### config.mk
export PLATFORM = sky130hd
export DESIGN_NAME = snake_state_map
export DESIGN_NICKNAME = d
export VERILOG_FILES = /design/src/rtl/snake_pkg.sv /design/src/rtl/apple_lfsr.sv /design/src/rtl/snake_state_map.sv
export SDC_FILE = /design/constraint.sdc
export NUM_CORES = 2
export LEC_CHECK = 0
export BUFFER_PORTS_ARGS = -buffer_cell sky130_fd_sc_hd__buf_4
export CORE_UTILIZATION = 25
export DETAILED_ROUTE_END_ITERATION = 16
export GPL_ROUTABILITY_DRIVEN = 0
export PLACE_DENSITY_LB_ADDON = 0.15
export SYNTH_ARGS = -nofsm -noshare
export SYNTH_HDL_FRONTEND = slang
export SYNTH_SLANG_ARGS = --single-unit
### constraint.sdc
create_clock -name clk -period 10.5 [get_ports clk]
set_input_delay 0.525 -clock clk [delete_from_list [all_inputs] [get_ports clk]]
set_output_delay 0.525 -clock clk [all_outputs]
set_load 0.03 [all_outputs]
### src/rtl/snake_pkg.sv
// Shared types and grid geometry for the snake game datapath and image generator.
package snake_pkg;

    typedef enum logic [1:0] {
        RIGHT = 2'b00,
        LEFT  = 2'b01,
        UP    = 2'b10,
        DOWN  = 2'b11
    } dir_t;

    typedef struct packed {
        logic [3:0] x;
        logic [3:0] y;
    } coord_t;

    localparam int unsigned GRID_W = 16;
    localparam int unsigned GRID_H = 12;

    localparam logic [3:0] BORDER_X_MAX = 4'(GRID_W - 1);
    localparam logic [3:0] BORDER_Y_MAX = 4'(GRID_H - 1);
    localparam logic [3:0] PF_X_MIN     = 4'd1;
    localparam logic [3:0] PF_X_MAX     = 4'(GRID_W - 2);
    localparam logic [3:0] PF_Y_MIN     = 4'd1;
    localparam logic [3:0] PF_Y_MAX     = 4'(GRID_H - 2);

    function automatic coord_t step_coord(input coord_t c, input dir_t d);
        coord_t r;
        r = c;
        case (d)
            RIGHT:   r.x = c.x + 4'd1;
            LEFT:    r.x = c.x - 4'd1;
            UP:      r.y = c.y - 4'd1;
            default: r.y = c.y + 4'd1;
        endcase
        return r;
    endfunction

    function automatic logic is_border(input logic [3:0] cx, input logic [3:0] cy);
        return (cx == 4'd0) || (cx == BORDER_X_MAX) || (cy == 4'd0) || (cy == BORDER_Y_MAX);
    endfunction

    function automatic logic in_playfield(input coord_t c);
        return (c.x >= PF_X_MIN) && (c.x <= PF_X_MAX) && (c.y >= PF_Y_MIN) && (c.y <= PF_Y_MAX);
    endfunction

    // Opposite directions differ only in bit 0 with this encoding.
    function automatic logic is_reverse(input dir_t a, input dir_t b);
        return (a ^ b) == 2'b01;
    endfunction

endpackage

### src/rtl/apple_lfsr.sv
// 8-bit Fibonacci LFSR (x^8+x^6+x^5+x^4+1) producing apple placement candidates.
module apple_lfsr
    import snake_pkg::*;
#(
    parameter logic [7:0] SEED = 8'hA5
) (
    input  logic   clk,
    input  logic   nrst,
    input  logic   step,
    output coord_t cand
);

    logic [7:0] lfsr;

    always_ff @(posedge clk or negedge nrst) begin
        if (!nrst) begin
            lfsr <= SEED;
        end else if (step) begin
            lfsr <= {lfsr[6:0], lfsr[7] ^ lfsr[5] ^ lfsr[4] ^ lfsr[3]};
        end
    end

    assign cand = {lfsr[3:0], lfsr[7:4]};

endmodule

### src/rtl/snake_state_map.sv
// Live snake game state with zero-latency per-cell queries for the image generator.
module snake_state_map
    import snake_pkg::*;
#(
    parameter int unsigned MAX_LEN   = 50,
    parameter int unsigned START_X   = 4,
    parameter int unsigned START_Y   = 4,
    parameter int unsigned APPLE_X0  = 7,
    parameter int unsigned APPLE_Y0  = 4,
    parameter logic [7:0]  LFSR_SEED = 8'hA5
) (
    input  logic       clk,
    input  logic       nrst,
    input  logic       restart,
    input  logic       move_tick,
    input  logic       dir_valid,
    input  logic [1:0] dir,
    input  logic [3:0] x,
    input  logic [3:0] y,
    output logic       snakeHead,
    output logic       snakeBody,
    output logic       apple,
    output logic       border,
    output logic       GameOver,
    output logic [5:0] length,
    output logic       ate
);

    localparam logic [1:0] ST_IDLE  = 2'd0;
    localparam logic [1:0] ST_RUN   = 2'd1;
    localparam logic [1:0] ST_RELOC = 2'd2;
    localparam logic [1:0] ST_OVER  = 2'd3;

    localparam coord_t     START_POS  = {4'(START_X), 4'(START_Y)};
    localparam coord_t     APPLE_POS0 = {4'(APPLE_X0), 4'(APPLE_Y0)};
    localparam logic [5:0] MAX_LEN_W  = 6'(MAX_LEN);

    logic [1:0]  state;
    coord_t      seg [MAX_LEN];
    logic [5:0]  len;
    logic [31:0] len_w;
    coord_t      apple_pos;
    dir_t        cur_dir;
    dir_t        applied_dir;
    coord_t      nxt;
    coord_t      cand;
    coord_t      query;
    logic        eat;
    logic        grow;
    logic        collide;
    logic        cand_ok;
    logic        dir_ok;
    logic        try_move;
    logic        advance;

    apple_lfsr #(.SEED(LFSR_SEED)) u_apple_lfsr (
        .clk  (clk),
        .nrst (nrst),
        .step (state == ST_RELOC),
        .cand (cand)
    );

    assign len_w    = 32'(len);
    assign nxt      = step_coord(seg[0], cur_dir);
    assign eat      = (nxt == apple_pos);
    assign grow     = eat && (len < MAX_LEN_W);
    assign dir_ok   = dir_valid && !is_reverse(dir_t'(dir), applied_dir);
    assign try_move = (state == ST_RUN) && move_tick;
    assign advance  = try_move && !collide;

    // The tail vacates its cell on a plain move, but stays put when the snake grows.
    always_comb begin
        collide = is_border(nxt.x, nxt.y);
        for (int unsigned i = 1; i < MAX_LEN; i++) begin
            if ((seg[i] == nxt) && ((i + 2 <= len_w) || (grow && (i + 1 == len_w)))) begin
                collide = 1'b1;
            end
        end
    end

    always_comb begin
        cand_ok = in_playfield(cand);
        for (int unsigned i = 0; i < MAX_LEN; i++) begin
            if ((i < len_w) && (seg[i] == cand)) begin
                cand_ok = 1'b0;
            end
        end
    end

    always_ff @(posedge clk or negedge nrst) begin
        if (!nrst) begin
            state       <= ST_IDLE;
            len         <= 6'd1;
            apple_pos   <= APPLE_POS0;
            cur_dir     <= RIGHT;
            applied_dir <= RIGHT;
            GameOver    <= 1'b0;
            ate         <= 1'b0;
        end else if (restart) begin
            state       <= ST_IDLE;
            len         <= 6'd1;
            apple_pos   <= APPLE_POS0;
            cur_dir     <= RIGHT;
            applied_dir <= RIGHT;
            GameOver    <= 1'b0;
            ate         <= 1'b0;
        end else begin
            ate <= 1'b0;
            if (dir_ok && (state != ST_OVER)) begin
                cur_dir <= dir_t'(dir);
            end
            case (state)
                ST_IDLE: begin
                    if (dir_valid) begin
                        state <= ST_RUN;
                    end
                end
                ST_RUN: begin
                    if (try_move && collide) begin
                        state    <= ST_OVER;
                        GameOver <= 1'b1;
                    end else if (advance) begin
                        applied_dir <= cur_dir;
                        if (eat) begin
                            ate   <= 1'b1;
                            state <= ST_RELOC;
                            if (grow) begin
                                len <= len + 6'd1;
                            end
                        end
                    end
                end
                ST_RELOC: begin
                    if (cand_ok) begin
                        apple_pos <= cand;
                        state     <= ST_RUN;
                    end
                end
                default: ;
            endcase
        end
    end

    always_ff @(posedge clk or negedge nrst) begin
        if (!nrst) begin
            for (int unsigned i = 0; i < MAX_LEN; i++) begin
                seg[i] <= '0;
            end
            seg[0] <= START_POS;
        end else if (restart) begin
            seg[0] <= START_POS;
        end else if (advance) begin
            for (int unsigned i = 1; i < MAX_LEN; i++) begin
                seg[i] <= seg[i-1];
            end
            seg[0] <= nxt;
        end
    end

    assign query     = {x, y};
    assign snakeHead = (seg[0] == query);
    assign apple     = (apple_pos == query) && (state != ST_RELOC);
    assign border    = is_border(x, y);
    assign length    = len;

    always_comb begin
        snakeBody = 1'b0;
        for (int unsigned i = 1; i < MAX_LEN; i++) begin
            if ((i < len_w) && (seg[i] == query)) begin
                snakeBody = 1'b1;
            end
        end
    end

endmodule

==> results.md <==
- The flow ran to the end, and the final reports show no timing, DRC or antenna violations.
- The cell seen most often among critical-path stages is xnor2_1.
- The setup slack after layout is 3.26 ns.
- The clock net in this run drives a total of 430 sinks.
- For this run, the post-layout net count is 3468.
- The number of antenna violations at the first check in global routing was 7.
- Synthesis produced a netlist with a net count of 3646.
- Based on the critical path, the design can be clocked at up to 138 MHz.
- After clock tree synthesis, the clock-pin slew on the worst setup and hold paths is 0.06 ns.
- The starting DRC count in detailed routing is 2496.
- The number of detailed-routing iterations run before antenna repair is 6.
- The number of global-route vias before repair was 27.3k.
- The standard cell core area is 146000 sq um.
- The share of total power dissipated in the clock network is 0.395.
- The Yosys step of the flow raised 0 warnings.
- The share of total power dissipated in combinational logic is 0.257.
- The share of total power dissipated in sequential elements is 0.348.
- Setup violations remaining at the end of the flow were counted as 0.
- The port buffer count is 26.
- TritonCTS built the clock tree.
- Gates resized during post-CTS repair numbered 0.
- The path type of the worst setup path is register to register.
- Detailed placement ended at an HPWL of 116000 microns.
- The slowest stage cell on the critical path is o41ai_1.
- In the final layout, the share of cells above drive strength 1 is 0.189.
- The clock latency of the later-clocked register in the worst-skew pair is 0.69 ns.
- The global-route wire length before repair is 238000 microns.
- The internal power of the cells totals 3.64 mW.
- The count of state elements after synthesis is 430.
- The final layout contains routed wiring with a total length of 171000 microns.
- In the global route stage, overall resource usage came out at 0.227.
- The number of clock buffers added by TritonCTS is 57.
- In the routed design, unresolved DRC markers number 0.
- The cell type with the highest aggregate area in the netlist is dfrtp_1.
- After detailed routing, the average wire length per cell comes to 31.6 microns.
- Along the worst path, the maximum fanout reaches 110.
- The number of hold violations in the final report is 0.
- For the worst setup path, the data arrival time is 7.79 ns.
- The category of the worst setup path launch point is a register.
- The power per cell area is 137 nW/um^2.
- The number of buffers inserted by hold repair at cts is 1.
- 0 antenna diodes ended up in the layout.
- After layout, the minimum clock period comes to 7.24 ns.
- The remaining antenna violation count is 0.
- The H-tree was split into 2 levels.
- After global routing the overflow that remains totals 0.
- The number of buffers between clock root and the deepest sink is 3.
- The count of flip-flops with a built-in enable after synthesis is 0.
- Leaving out fill and tap cells, the most frequent cell in the layout is xnor2_1.
- The critical path goes through nand2b_1 > xnor2_1 > ha_2 > or4b_1 > nand2_2 > buf_4 > xnor2_1 > and2_1 > nand2_1 > o21a_1 > o41ai_1 > nor4_2 > nand3_2 > or3_4 > buf_12 > mux2_1.
- Summed over all failing endpoints, the final setup total negative slack is 0 ns.
- The post-placement cell count is 5305.
- The class of the tightest hold or removal check is input port to register.
- Once layout is complete, the cells apart from fillers number 5414.
- After synthesis, the netlist uses 78 different library cells.
- Entering global routing, the biggest net connects 142 pins.
- The initial utilization of the core area, before any placement, comes to 0.252.
- The layout-stage area growth over the synthesis result is 10.6%.
- The worst-case clock skew is 0.0317 ns.
- The floorplan has 140 rows.
- At the placement stage, the worst setup path has a slack of 3.50 ns.
- VDD sags by at most 128 uV.
- At the pin with the least slew margin, the transition time is 1.19 ns.
- The core occupancy in the finished layout is 0.279.
- For the worst setup path, the data required time is 11.05 ns.
- The I/O pin count is 27.
- The mapped netlist covers 36700 sq um.
- The cell leakage power is 17.5 nW.
- The number of pins with negative max-slew slack in the final report was 0.
- The dominant register cell in the synthesized netlist is dfrtp_1.
- The kind of end point of the critical path is a register.
- Synthesis produced a netlist whose cell count is 3626.
- The count of vias placed by the detailed router is 28.1k.
- Ranked by total cell area, the synthesized netlist is headed by dfrtp_1 29%, xnor2_1 20%, mux2_4 14%.
- The net switching power is 1.92 mW.
- The share of Yosys cell area claimed by the top area cell type is 0.285.
- The largest single stage delay on the critical path is 0.91 ns.
- The horizontal die dimension is 385 microns.
- In the synthesized netlist the async set-or-reset flop fraction comes to 1.00.
- Setup repair after global routing left no endpoint under its margin.
- Measured against its own limit, the worst slew margin works out to 0.199.
- Using the TritonRoute via totals, the vias-per-cell ratio works out to 5.19.
- The ratio of final minimum period to clock period is 0.690.
- Of the total power, the share spent switching nets is 0.346.
- The clock tree root buffer cell is clkbuf_16.
- For this run, the register share of the synthesized area comes to 0.293.
- After synthesis, the mean cell area works out to 10.1 sq um.
- The vertical extent of the die is 385 microns.
- Buffers added to address setup during post-CTS repair amount to 0.
- In the layout the commonest cells are 857 x xnor2_1, 406 x dfrtp_1, 389 x xor2_1.
- The die covers 148000 sq um.
- The max-cap check violation count is 0.
## layer usage
metal	GRT usage	wire length (microns)	part of all wire
met5	0	41	0.00024
met2	0.360	77700	0.45
met1	0.316	77900	0.46
met3	0.0300	9280	0.054
met4	0.0743	5900	0.035
## path summary, 6_finish.rpt
path | slack [ns] | end | from | cells after the start
worst max-delay path | 3.26 | seg[106] | cur_dir[0] | 16
worst min-delay path | 0.16 | cur_dir[0] | dir[0] | 3
worst max register to register | 3.26 | seg[106] | cur_dir[0] | 16
worst min register to register | 0.50 | GameOver | GameOver | 2
max in group asynchronous | 7.76 | seg[392] | nrst | 4
min in group asynchronous | 0.44 | seg[69] | nrst | 2
## Yosys cell counts, types with 13 or more instances
cell and count:
buf_2 43, buf_1 114, nand2b_1 13, o31ai_1 24, nand2_1 92, and2_1 13, o21ai_0 59, dfrtp_1 419
nor4_1 115, o211ai_1 17, mux2i_1 16, buf_6 32, a21oi_1 50, nor2b_1 19, nor2_1 101, mux2_1 27
mux2_4 342, nand3_1 75, mux2_2 31, nor3_1 98, and3_1 16, nand4_1 190, xor2_1 389, inv_1 19
xnor3_1 23, clkbuf_1 161, a211oi_1 14, or3_1 34, xnor2_1 858, o2111ai_1 16, a31oi_1 26
## worst max-delay path, delay by kind of cell (launching register included)
kind	cells	cell delay [ns]
AO/OA/AOI/OAI	2	1.20
XOR/XNOR	2	0.29
adder cells (fa/ha/maj)	1	0.21
buffers and inverters	2	1.08
flip-flops	1	0.81
multiplexers	1	0.38
AND/OR/NAND/NOR	8	2.88
## power by group through the flow
stage | combinational (mW) | sequential (mW) | clock [mW]
3_3_place_gp | 1.41 | 1.97 | 0
3_5_place_dp | 1.41 | 1.96 | 0
2_1_floorplan | 1.07 | 1.84 | 0
4_1_cts | 1.42 | 1.93 | 2.26
6_report | 1.43 | 1.94 | 2.20
5_1_grt | 1.51 | 1.94 | 2.31
## registers in the layout, summed over array words and instances (netlist names), 2 cells and up
register           count
u_apple_lfsr.lfsr      8
cur_dir                2
apple_pos              8
applied_dir            2
length                 6
seg                  400
state                  2
## final cells by class
class,count,area (sq um)
inverters,20,75.1
flip-flops and latches,430,10800
well taps,1917,2400
repair buffers,127,1010
clock buffers,76,1650
fillers,15300,105000
clock inverters,32,437
multi-input cells,2812,24200
## metrics by stage
step                hold WS, ns  area, sq um  power [mW]
finish                    0.160        40600        5.56
global route              0.138        40600        5.77
CTS                       0.111        40600        5.61
detailed placement        0.490        38500        3.37
global placement          0.494        38500        3.37
floorplan                 0.229        36700        2.90
## cell families (layout without fill, tap and decap cells)
kind of cell	after synthesis	after routing	synth area share
and+or+nand+nor	814	814	0.122
AOI/OAI and AO/OA	305	305	0.0576
adders and majority gates	5	5	0.00170
buffers and inverters	384	255	0.0507
xor gates and xnor gates	1272	1272	0.312
DFF	430	430	0.293
muxes	416	416	0.162
Power figures use the tool's default switching activity.
